--- config.mk ---
export PLATFORM = sky130hd
export DESIGN_NAME = trap_sequencer
export DESIGN_NICKNAME = d
export VERILOG_FILES = /design/src/rtl/trap_sequencer.sv
export SDC_FILE = /design/constraint.sdc
export NUM_CORES = 1
export LEC_CHECK = 0
export ABC_CLOCK_PERIOD_IN_PS = 2700
export CORE_ASPECT_RATIO = 2
export CORE_MARGIN = 8
export CORE_UTILIZATION = 34
export CTS_BUF_LIST = sky130_fd_sc_hd__clkbuf_4
export CTS_CLUSTER_DIAMETER = 100
export DETAILED_ROUTE_END_ITERATION = 7
export MAX_ROUTING_LAYER = met4
export PLACE_DENSITY = 0.82
export SLEW_MARGIN = 10
export SYNTH_ARGS = -nofsm -noshare
export SYNTH_HDL_FRONTEND = slang
export SYNTH_SLANG_ARGS = --single-unit
export TNS_END_PERCENT = 1
--- constraint.sdc ---
create_clock -name iCLK -period 2.7 [get_ports iCLK]
set_input_delay 0.54 -clock iCLK [delete_from_list [all_inputs] [get_ports iCLK]]
set_output_delay 0.54 -clock iCLK [all_outputs]
set_load 0.01 [all_outputs]
--- src/rtl/trap_sequencer.sv ---
// Multi-cycle trap controller: freezes the PC, writes uepc/ucause(/utval) through the
// single CSR port, then redirects to utvec. Optional macro TRAP_UTVAL_EN adds the utval write.
module trap_sequencer #(
    parameter logic [6:0] UEPC_NUM   = 7'h41,
    parameter logic [6:0] UCAUSE_NUM = 7'h42,
    parameter logic [6:0] UTVAL_NUM  = 7'h43,
    parameter int         CNT_W      = 16
) (
    input  logic             iCLK,
    input  logic             iRST,
    input  logic             iPcMisaligned,
    input  logic             iOutText,
    input  logic             iIllegal,
    input  logic             iEcall,
    input  logic             iMemRead,
    input  logic             iMemWrite,
    input  logic             iExcLoad,
    input  logic             iExcStore,
    input  logic             iOutData,
    input  logic [31:0]      iPC,
    input  logic [31:0]      iInstr,
    input  logic [31:0]      iBadAddr,
    input  logic [31:0]      iUtvec,
    output logic             oHoldPC,
    output logic             oKill,
    output logic             oCSRWrite,
    output logic [6:0]       oCSRNum,
    output logic [31:0]      oCSRData,
    output logic             oRedirect,
    output logic [31:0]      oRedirectPC,
    output logic             oBusy,
    output logic [3:0]       oCause,
    output logic [CNT_W-1:0] oTrapCount
);

`ifdef TRAP_UTVAL_EN
    typedef enum logic [2:0] {IDLE, W_EPC, W_CAUSE, W_TVAL, REDIRECT} state_t;
`else
    typedef enum logic [2:0] {IDLE, W_EPC, W_CAUSE, REDIRECT} state_t;
`endif

    state_t      state;
    logic        exc_any;
    logic [3:0]  cause_nx;
    logic [3:0]  cause_r;
    logic        hold_r;
    logic        kill_r;
    logic        trap_now;

    // Priority encoder over the datapath flags; an out-of-segment address only
    // counts when the instruction actually accesses memory.
    always_comb begin
        exc_any  = 1'b1;
        cause_nx = 4'd0;
        if (iPcMisaligned)                 cause_nx = 4'd0;
        else if (iOutText)                 cause_nx = 4'd1;
        else if (iIllegal)                 cause_nx = 4'd2;
        else if (iEcall)                   cause_nx = 4'd8;
        else if (iExcStore && iMemWrite)   cause_nx = 4'd6;
        else if (iExcLoad && iMemRead)     cause_nx = 4'd4;
        else if (iOutData && iMemWrite)    cause_nx = 4'd7;
        else if (iOutData && iMemRead)     cause_nx = 4'd5;
        else                               exc_any  = 1'b0;
    end

`ifdef TRAP_UTVAL_EN
    logic [31:0] tval_nx;
    logic [31:0] tval_r;

    always_comb begin
        tval_nx = 32'd0;
        case (cause_nx)
            4'd0, 4'd1:             tval_nx = iPC;
            4'd2:                   tval_nx = iInstr;
            4'd4, 4'd5, 4'd6, 4'd7: tval_nx = iBadAddr;
            default:                tval_nx = 32'd0;
        endcase
    end

    logic unused_bits;
    assign unused_bits = ^iUtvec[1:0];
`else
    logic unused_bits;
    assign unused_bits = ^{iInstr, iBadAddr, iUtvec[1:0]};
`endif

    assign trap_now = (state == IDLE) && exc_any;

    // The faulting instruction is held and killed in the detection cycle itself.
    assign oHoldPC     = ~iRST & (trap_now | hold_r);
    assign oKill       = ~iRST & (trap_now | kill_r);
    assign oRedirectPC = (oRedirect && !iRST) ? {iUtvec[31:2], 2'b00} : 32'd0;
    assign oCause      = cause_r;

    logic [31:0] pc_r;

    always_ff @(posedge iCLK or posedge iRST) begin
        if (iRST) begin
            state      <= IDLE;
            cause_r    <= 4'd0;
            pc_r       <= 32'd0;
`ifdef TRAP_UTVAL_EN
            tval_r     <= 32'd0;
`endif
            hold_r     <= 1'b0;
            kill_r     <= 1'b0;
            oCSRWrite  <= 1'b0;
            oCSRNum    <= 7'd0;
            oCSRData   <= 32'd0;
            oRedirect  <= 1'b0;
            oBusy      <= 1'b0;
            oTrapCount <= '0;
        end else begin
            case (state)
                IDLE: begin
                    if (exc_any) begin
                        state     <= W_EPC;
                        cause_r   <= cause_nx;
                        pc_r      <= iPC;
`ifdef TRAP_UTVAL_EN
                        tval_r    <= tval_nx;
`endif
                        hold_r    <= 1'b1;
                        kill_r    <= 1'b1;
                        oBusy     <= 1'b1;
                        oCSRWrite <= 1'b1;
                        oCSRNum   <= UEPC_NUM;
                        oCSRData  <= iPC;
                    end
                end
                W_EPC: begin
                    state    <= W_CAUSE;
                    oCSRNum  <= UCAUSE_NUM;
                    oCSRData <= {28'd0, cause_r};
                end
`ifdef TRAP_UTVAL_EN
                W_CAUSE: begin
                    state    <= W_TVAL;
                    oCSRNum  <= UTVAL_NUM;
                    oCSRData <= tval_r;
                end
                W_TVAL: begin
                    state     <= REDIRECT;
                    oCSRWrite <= 1'b0;
                    oCSRNum   <= 7'd0;
                    oCSRData  <= 32'd0;
                    oRedirect <= 1'b1;
                    hold_r    <= 1'b0;
                end
`else
                W_CAUSE: begin
                    state     <= REDIRECT;
                    oCSRWrite <= 1'b0;
                    oCSRNum   <= 7'd0;
                    oCSRData  <= 32'd0;
                    oRedirect <= 1'b1;
                    hold_r    <= 1'b0;
                end
`endif
                REDIRECT: begin
                    state      <= IDLE;
                    oRedirect  <= 1'b0;
                    kill_r     <= 1'b0;
                    oBusy      <= 1'b0;
                    oTrapCount <= oTrapCount + {{(CNT_W-1){1'b0}}, 1'b1};
                end
                default: begin
                    state     <= IDLE;
                    hold_r    <= 1'b0;
                    kill_r    <= 1'b0;
                    oCSRWrite <= 1'b0;
                    oCSRNum   <= 7'd0;
                    oCSRData  <= 32'd0;
                    oRedirect <= 1'b0;
                    oBusy     <= 1'b0;
                end
            endcase
        end
    end

endmodule
After elaboration in Yosys (flattened, before gate mapping)
Index checks and enable logic that the tools add are counted.

word-level totals
  flip-flop bits (word level) = 65
  logic and storage cells = 63
  output and inout bits = 96

operators by class
  reductions and logical operators = 15
  mux-type cells = 27
  add/sub/neg operators = 1
  bitwise operators = 8
  equal/unequal tests = 4

operators by type and width
  kind                                                 number
  one-hot mux 32 bit (3 select lines)                  1
  two-way mux 32 bit                                   2
  one-hot mux 7 bit (3 select lines)                   1
  adder 16 x 1 -> 16 bit, second input constant        1
  two-way mux 4 bit                                    4
  two-way mux 3 bit                                    5
  two-way mux 1 bit                                    9
  one-hot mux 3 bit (3 select lines)                   1
  AND reduction 2 bit                                  4
  two-way mux 7 bit                                    1
  equality test 3 x 2 -> 1 bit, second input constant  2
  logical AND 1 bit                                    6
  one-hot mux 1 bit (2 select lines)                   3
  OR reduction 2 bit                                   3
  inverter 1 bit                                       4
  equality test 3 x 1 -> 1 bit, second input constant  1
  logical NOT 3 bit                                    1
  bitwise AND 1 bit                                    2
  inequality test 2 bit, second input constant         1
  OR 1 bit                                             2
  logical NOT 1 bit                                    1

Logic depth before layout (Yosys ltp)
  depth in word-level cells = 12
  gate-level depth with buffers = 6
  depth with buffers taken out = 5

Least setup slack after synthesis
OpenSTA, ideal clock, no wires.

  kind = input -> output
  start point = in iPcMisaligned
  end point = out oHoldPC
  data arrival time = 1.309 ns
  stages = 4
  slack = 0.851 ns
  required time = 2.160 ns
  path through = nor4_4 > nand3_1 > a21oi_1 > nor2_1

on the way
  cells in the longest elaborated chain, start to end = 4

RTL lines
  what               RTL line  RTL
  start, declared    11        input logic iPcMisaligned,
  two-way mux 1 bit  55        if (iPcMisaligned) cause_nx = 4'd0;
  logical AND 1 bit  87        assign trap_now = (state == IDLE) && exc_any;
  OR 1 bit           90        assign oHoldPC = ~iRST & (trap_now | hold_r);
  bitwise AND 1 bit  90
  end, declared      24        output logic oHoldPC,

Every way passes these cells.

Final worst setup path
  start point = in iRST
  end point = out oRedirectPC[22]

on the way
  cells in the longest elaborated chain, start to end = 3

RTL lines
  what                                RTL line  RTL
  start, declared                     10        input logic iRST,
  logical NOT 1 bit (no source line)  n/a
  logical AND 1 bit                   92        assign oRedirectPC = (oRedirect && !iRST) ? {iUtvec[31:2], 2'b00} : 32'd0;
  two-way mux 32 bit                  92
  end, declared                       30        output logic [31:0] oRedirectPC,

Every way passes these cells.

==> summary.json <==
{
  "synth_xor_xnor_area_share": {"value": 4.50, "unit": "%"},
  "outcome": {"value": "finished clean"},
  "count_of_yosys_warnings_during_synthesis": {"value": 0},
  "number_of_buffers_created_by_cts": {"value": 9},
  "synthesis.area_per_instance": {"value": 10.2, "unit": "µm²"},
  "post_drt_wl_per_cell": {"value": 16.4, "unit": "µm"},
  "antenna_cells": {"value": 0},
  "setup_viol": {"value": 0},
  "portBuffers": {"value": 162},
  "tritoncts": {"value": "built"},
  "setup_repair_after_global_routing_missed_its_margin": {"value": "true"},
  "tightest_slew": {"value": 698, "unit": "ps"},
  "post_dp_cell_area": {"value": 4720, "unit": "µm²"},
  "ys_seq_elements": {"value": 60},
  "power_density": {"value": 873, "unit": "nW/µm²"},
  "first_pass_drt_iterations": {"value": 6},
  "largest_family_of_logic_cells_by_synthesized_area": {"value": "compound AO/OA/AOI/OAI gates"},
  "syn_to_final_growth": {"value": 67.7, "unit": "%"},
  "yosys.cell_types.count": {"value": 39},
  "mappedNetlistArea": {"value": 2920, "unit": "µm²"},
  "gp_congestion": {"value": 0.772},
  "dp_hpwl": {"value": 7210, "unit": "µm"},
  "timing.critical_path.to_type": {"value": "output pin"},
  "worst_path_dominant_cell_family": {"value": "buffers and inverters"},
  "overflow": {"value": 0},
  "worstSetupPathType": {"value": "in -> out"},
  "critical_path.slowest_cell": {"value": "sky130_fd_sc_hd__clkdlybuf4s50_1"},
  "final_min_period_over_clock_period": {"value": 96.7, "unit": "%"},
  "grt_antenna_before_repair": {"value": 0},
  "initial_core_util": {"value": 34.5, "unit": "%"},
  "path_max_fanout": {"value": 15},
  "synth_cells": {"value": 287},
  "first_global_vias": {"value": 2838},
  "floorplan.core_area": {"value": 8470, "unit": "µm²"},
  "worst_skew_pair.late_latency": {"value": 400, "unit": "ps"},
  "depth_of_the_cts_h_tree": {"value": 3},
  "pin_count_of_the_biggest_net_entering_global_routing": {"value": 37},
  "vias": {"value": 2796},
  "global_route_wire_length_before_repair": {"value": 14600, "unit": "µm"},
  "timing.final.max_slew_violations": {"value": 0},
  "crit_path_frequent_cell": {"value": "sky130_fd_sc_hd__clkdlybuf4s50_1"},
  "globalRouteTotalUtil": {"value": 15.7, "unit": "%"},
  "post-route-drc-count": {"value": 0},
  "ys_dominant_reg_cell": {"value": "sky130_fd_sc_hd__dfrtp_1"},
  "nFillCells": {"value": 741},
  "final_layout_size_suffix_gt1_share": {"value": 9.19, "unit": "%"},
  "clkSinkCount": {"value": 60},
  "final.setup.tns": {"value": 0, "unit": "ps"},
  "cap_viol_max_count": {"value": 0},
  "cts.root.buffer_cell": {"value": "sky130_fd_sc_hd__clkbuf_4"},
  "synth_edf_count": {"value": 0},
  "min_delay_path_class": {"value": "reg -> reg"},
  "finalWorstPathRequiredPeriod": {"value": 2610, "unit": "ps"},
  "die-area": {"value": 12000, "unit": "µm²"},
  "wl": {"value": 9330, "unit": "µm"},
  "synth_async_sr_flop_share": {"value": 100, "unit": "%"},
  "critical_path.startpoint_type": {"value": "input port"},
  "report.final.hold_viol_count": {"value": 0},
  "num_io_pins": {"value": 235},
  "num-nets-final": {"value": 607},
  "final_antenna_violating_net_count": {"value": 0},
  "required": {"value": 2160, "unit": "ps"},
  "synth-seq-area-share": {"value": 51.5, "unit": "%"},
  "crit_path_max_incr_delay": {"value": 550, "unit": "ps"},
  "path_clk_slew": {"value": 100, "unit": "ps"},
  "worst_slew_margin_rel": {"value": 53.2, "unit": "%"},
  "clock_skew_after_layout": {"value": 10.8, "unit": "ps"},
  "chipHeight": {"value": 147, "unit": "µm"},
  "via_density_per_instance": {"value": 4.92},
  "multiplexer_fraction_of_the_synthesized_cell_area": {"value": 0.772, "unit": "%"},
  "fp.dieW": {"value": 81.5, "unit": "µm"},
  "synth-simple-area-share": {"value": 16.9, "unit": "%"},
  "vdd_drop_max": {"value": 0.734, "unit": "mV"},
  "final_design_area_no_fill": {"value": 4890, "unit": "µm²"},
  "fmax": {"value": 383, "unit": "MHz"},
  "total_leakage_power": {"value": 2.10, "unit": "nW"},
  "post_synth_adder_cell_area": {"value": 2.14, "unit": "%"},
  "dr.first_iter.drc_count": {"value": 108},
  "core.rowCount": {"value": 48},
  "cts-root-to-sink-buffers": {"value": 2},
  "worstPathCellList": {"value": "clkdlybuf4s50_1 > nor2b_2 > clkbuf_4 > and2_1 > clkdlybuf4s50_1"},
  "synth_compound_gate_area_share": {"value": 18.1, "unit": "%"},
  "critPathArrivalTime": {"value": 2070, "unit": "ps"},
  "worstPathBufferInverterCount": {"value": 3}
}
==> worst register-to-register path: stages (launching register included) <==
cell and delay, ps:
sky130_fd_sc_hd__dfrtp_1 410, sky130_fd_sc_hd__inv_1 110, sky130_fd_sc_hd__ha_1 210, sky130_fd_sc_hd__buf_4 200, sky130_fd_sc_hd__inv_1 80, sky130_fd_sc_hd__nor3_2 600
sky130_fd_sc_hd__a22o_1 260
==> final cells by class <==
| cell class | instances | area, µm² | share of cell area [%] |
|---|---|---|---|
| multi-input combinational | 199 | 1270 | 25.9 |
| clock inverter | 7 | 91.3 | 1.87 |
| clock buffer | 9 | 67.6 | 1.38 |
| tap | 100 | 125 | 2.56 |
| timing repair buffer | 182 | 1800 | 36.7 |
| sequential | 60 | 1500 | 30.7 |
| inverter | 11 | 41.3 | 0.844 |
==> synthesized netlist by cell type, types with 6 or more instances <==
master | n | area [µm²]
sky130_fd_sc_hd__a21oi_1 | 6 | 30.0
sky130_fd_sc_hd__a22o_1 | 11 | 96.3
sky130_fd_sc_hd__a22oi_1 | 21 | 158
sky130_fd_sc_hd__and2_1 | 31 | 194
sky130_fd_sc_hd__buf_4 | 8 | 60.1
sky130_fd_sc_hd__clkbuf_1 | 7 | 26.3
sky130_fd_sc_hd__dfrtp_1 | 60 | 1500
sky130_fd_sc_hd__inv_1 | 11 | 41.3
sky130_fd_sc_hd__nand2_1 | 28 | 105
sky130_fd_sc_hd__nand3_1 | 6 | 30.0
sky130_fd_sc_hd__nor2_1 | 11 | 41.3
sky130_fd_sc_hd__o21ai_0 | 16 | 80.1
sky130_fd_sc_hd__o21ai_1 | 14 | 70.1
sky130_fd_sc_hd__xnor2_1 | 9 | 78.8
sky130_fd_sc_hd__xor2_1 | 6 | 52.6
==> state kept, by name, indices dropped and copies added, names as in the netlist <==
signal / count
oCause: 4
oCSRNum: 3
oRedirect: 1
state: 2
oTrapCount: 16
hold_r: 1
oCSRData: 32
kill_r: 1
==> metal layers <==
metal,up-vias,part of all wire [%],track usage [%]
met3,8,10,5.39
li1,1354,-,-
met2,121,46,22.9
met4,0,0.85,3.78
met1,1313,43,20.1
met5,-,0,-
==> cells by family after synthesis <==
kind of cell / Yosys count
adders and majority gates: 5
and+or+nand+nor: 92
xor gates and xnor gates: 15
AOI/OAI and AO/OA: 79
buffers and inverters: 33
muxes: 2
other: 1
DFF: 60
==> cells in the final DEF (no fill, tap or decap), types with 2 or more instances in the layout <==
master / n
sky130_fd_sc_hd__inv_1: 10
sky130_fd_sc_hd__a22o_1: 11
sky130_fd_sc_hd__clkbuf_4: 10
sky130_fd_sc_hd__clkinv_1: 2
sky130_fd_sc_hd__buf_4: 16
sky130_fd_sc_hd__nand2_1: 28
sky130_fd_sc_hd__mux2_2: 2
sky130_fd_sc_hd__a21oi_1: 6
sky130_fd_sc_hd__nor2_1: 11
sky130_fd_sc_hd__nor3_1: 3
sky130_fd_sc_hd__and4_1: 2
sky130_fd_sc_hd__o21ai_0: 16
sky130_fd_sc_hd__ha_1: 5
sky130_fd_sc_hd__bufinv_16: 2
sky130_fd_sc_hd__nand4_1: 4
sky130_fd_sc_hd__dlygate4sd2_1: 2
sky130_fd_sc_hd__clkdlybuf4s50_1: 160
sky130_fd_sc_hd__dfrtp_1: 60
sky130_fd_sc_hd__buf_12: 2
sky130_fd_sc_hd__xor2_1: 6
sky130_fd_sc_hd__nand3_1: 5
sky130_fd_sc_hd__conb_1: 6
sky130_fd_sc_hd__xnor2_1: 9
sky130_fd_sc_hd__a31oi_1: 2
sky130_fd_sc_hd__a22oi_1: 21
sky130_fd_sc_hd__clkinvlp_4: 2
sky130_fd_sc_hd__o21ai_1: 14
sky130_fd_sc_hd__o22a_1: 3
sky130_fd_sc_hd__and2_1: 31
==> per-stage QoR <==
| stage | cells | hold WS (ps) | total power [mW] | setup slack, ps | util (%) |
|---|---|---|---|---|---|
| after floorplan | 292 | 504 | 2.46 | 675 | - |
| after global placement | 551 | 457 | 3.55 | -78.1 | 55.7 |
| after detailed placement | 551 | 479 | 3.60 | -119 | 55.7 |
| after CTS | 567 | 493 | 4.31 | 47.3 | 57.6 |
| after global routing | 568 | 505 | 4.57 | -1.71 | 57.8 |
| final | 568 | 481 | 4.27 | 90.4 | 57.8 |
==> path summary, 6_finish.rpt <==
path	start	slack (ps)	cells after the start	end
setup reg to reg	state[0]	760	6	oCSRData[11]
min in group asynchronous	iRST	640	4	oCause[2]
hold reg to reg	oTrapCount[15]	480	1	oTrapCount[15]
max in group asynchronous	iRST	1770	4	oCSRData[23]
setup / recovery	iRST	90	5	oRedirectPC[22]
hold / removal	oTrapCount[15]	480	1	oTrapCount[15]
==> repair_timing <==
action                                  in CTS  in global routing
pin swaps                                    1                  0
buffers inserted                             0                  0
resized for setup                            3                  3
endpoints found under the hold margin        0                  0
gates cloned                                 0                  1
hold buffers                                 0                  0
endpoints found under the setup margin       2                 15
==> where the power goes <==
| group | switching, mW | total, mW | leakage (nW) | internal [mW] |
|---|---|---|---|---|
| registers | 0.254 | 1.48 | 0.793 | 1.22 |
| clock network | 0.338 | 0.709 | 0.0772 | 0.371 |
| logic | 0.975 | 2.09 | 1.23 | 1.12 |
| total | 1.57 | 4.27 | 2.10 | 2.71 |
(Power assumes the default switching activity.)
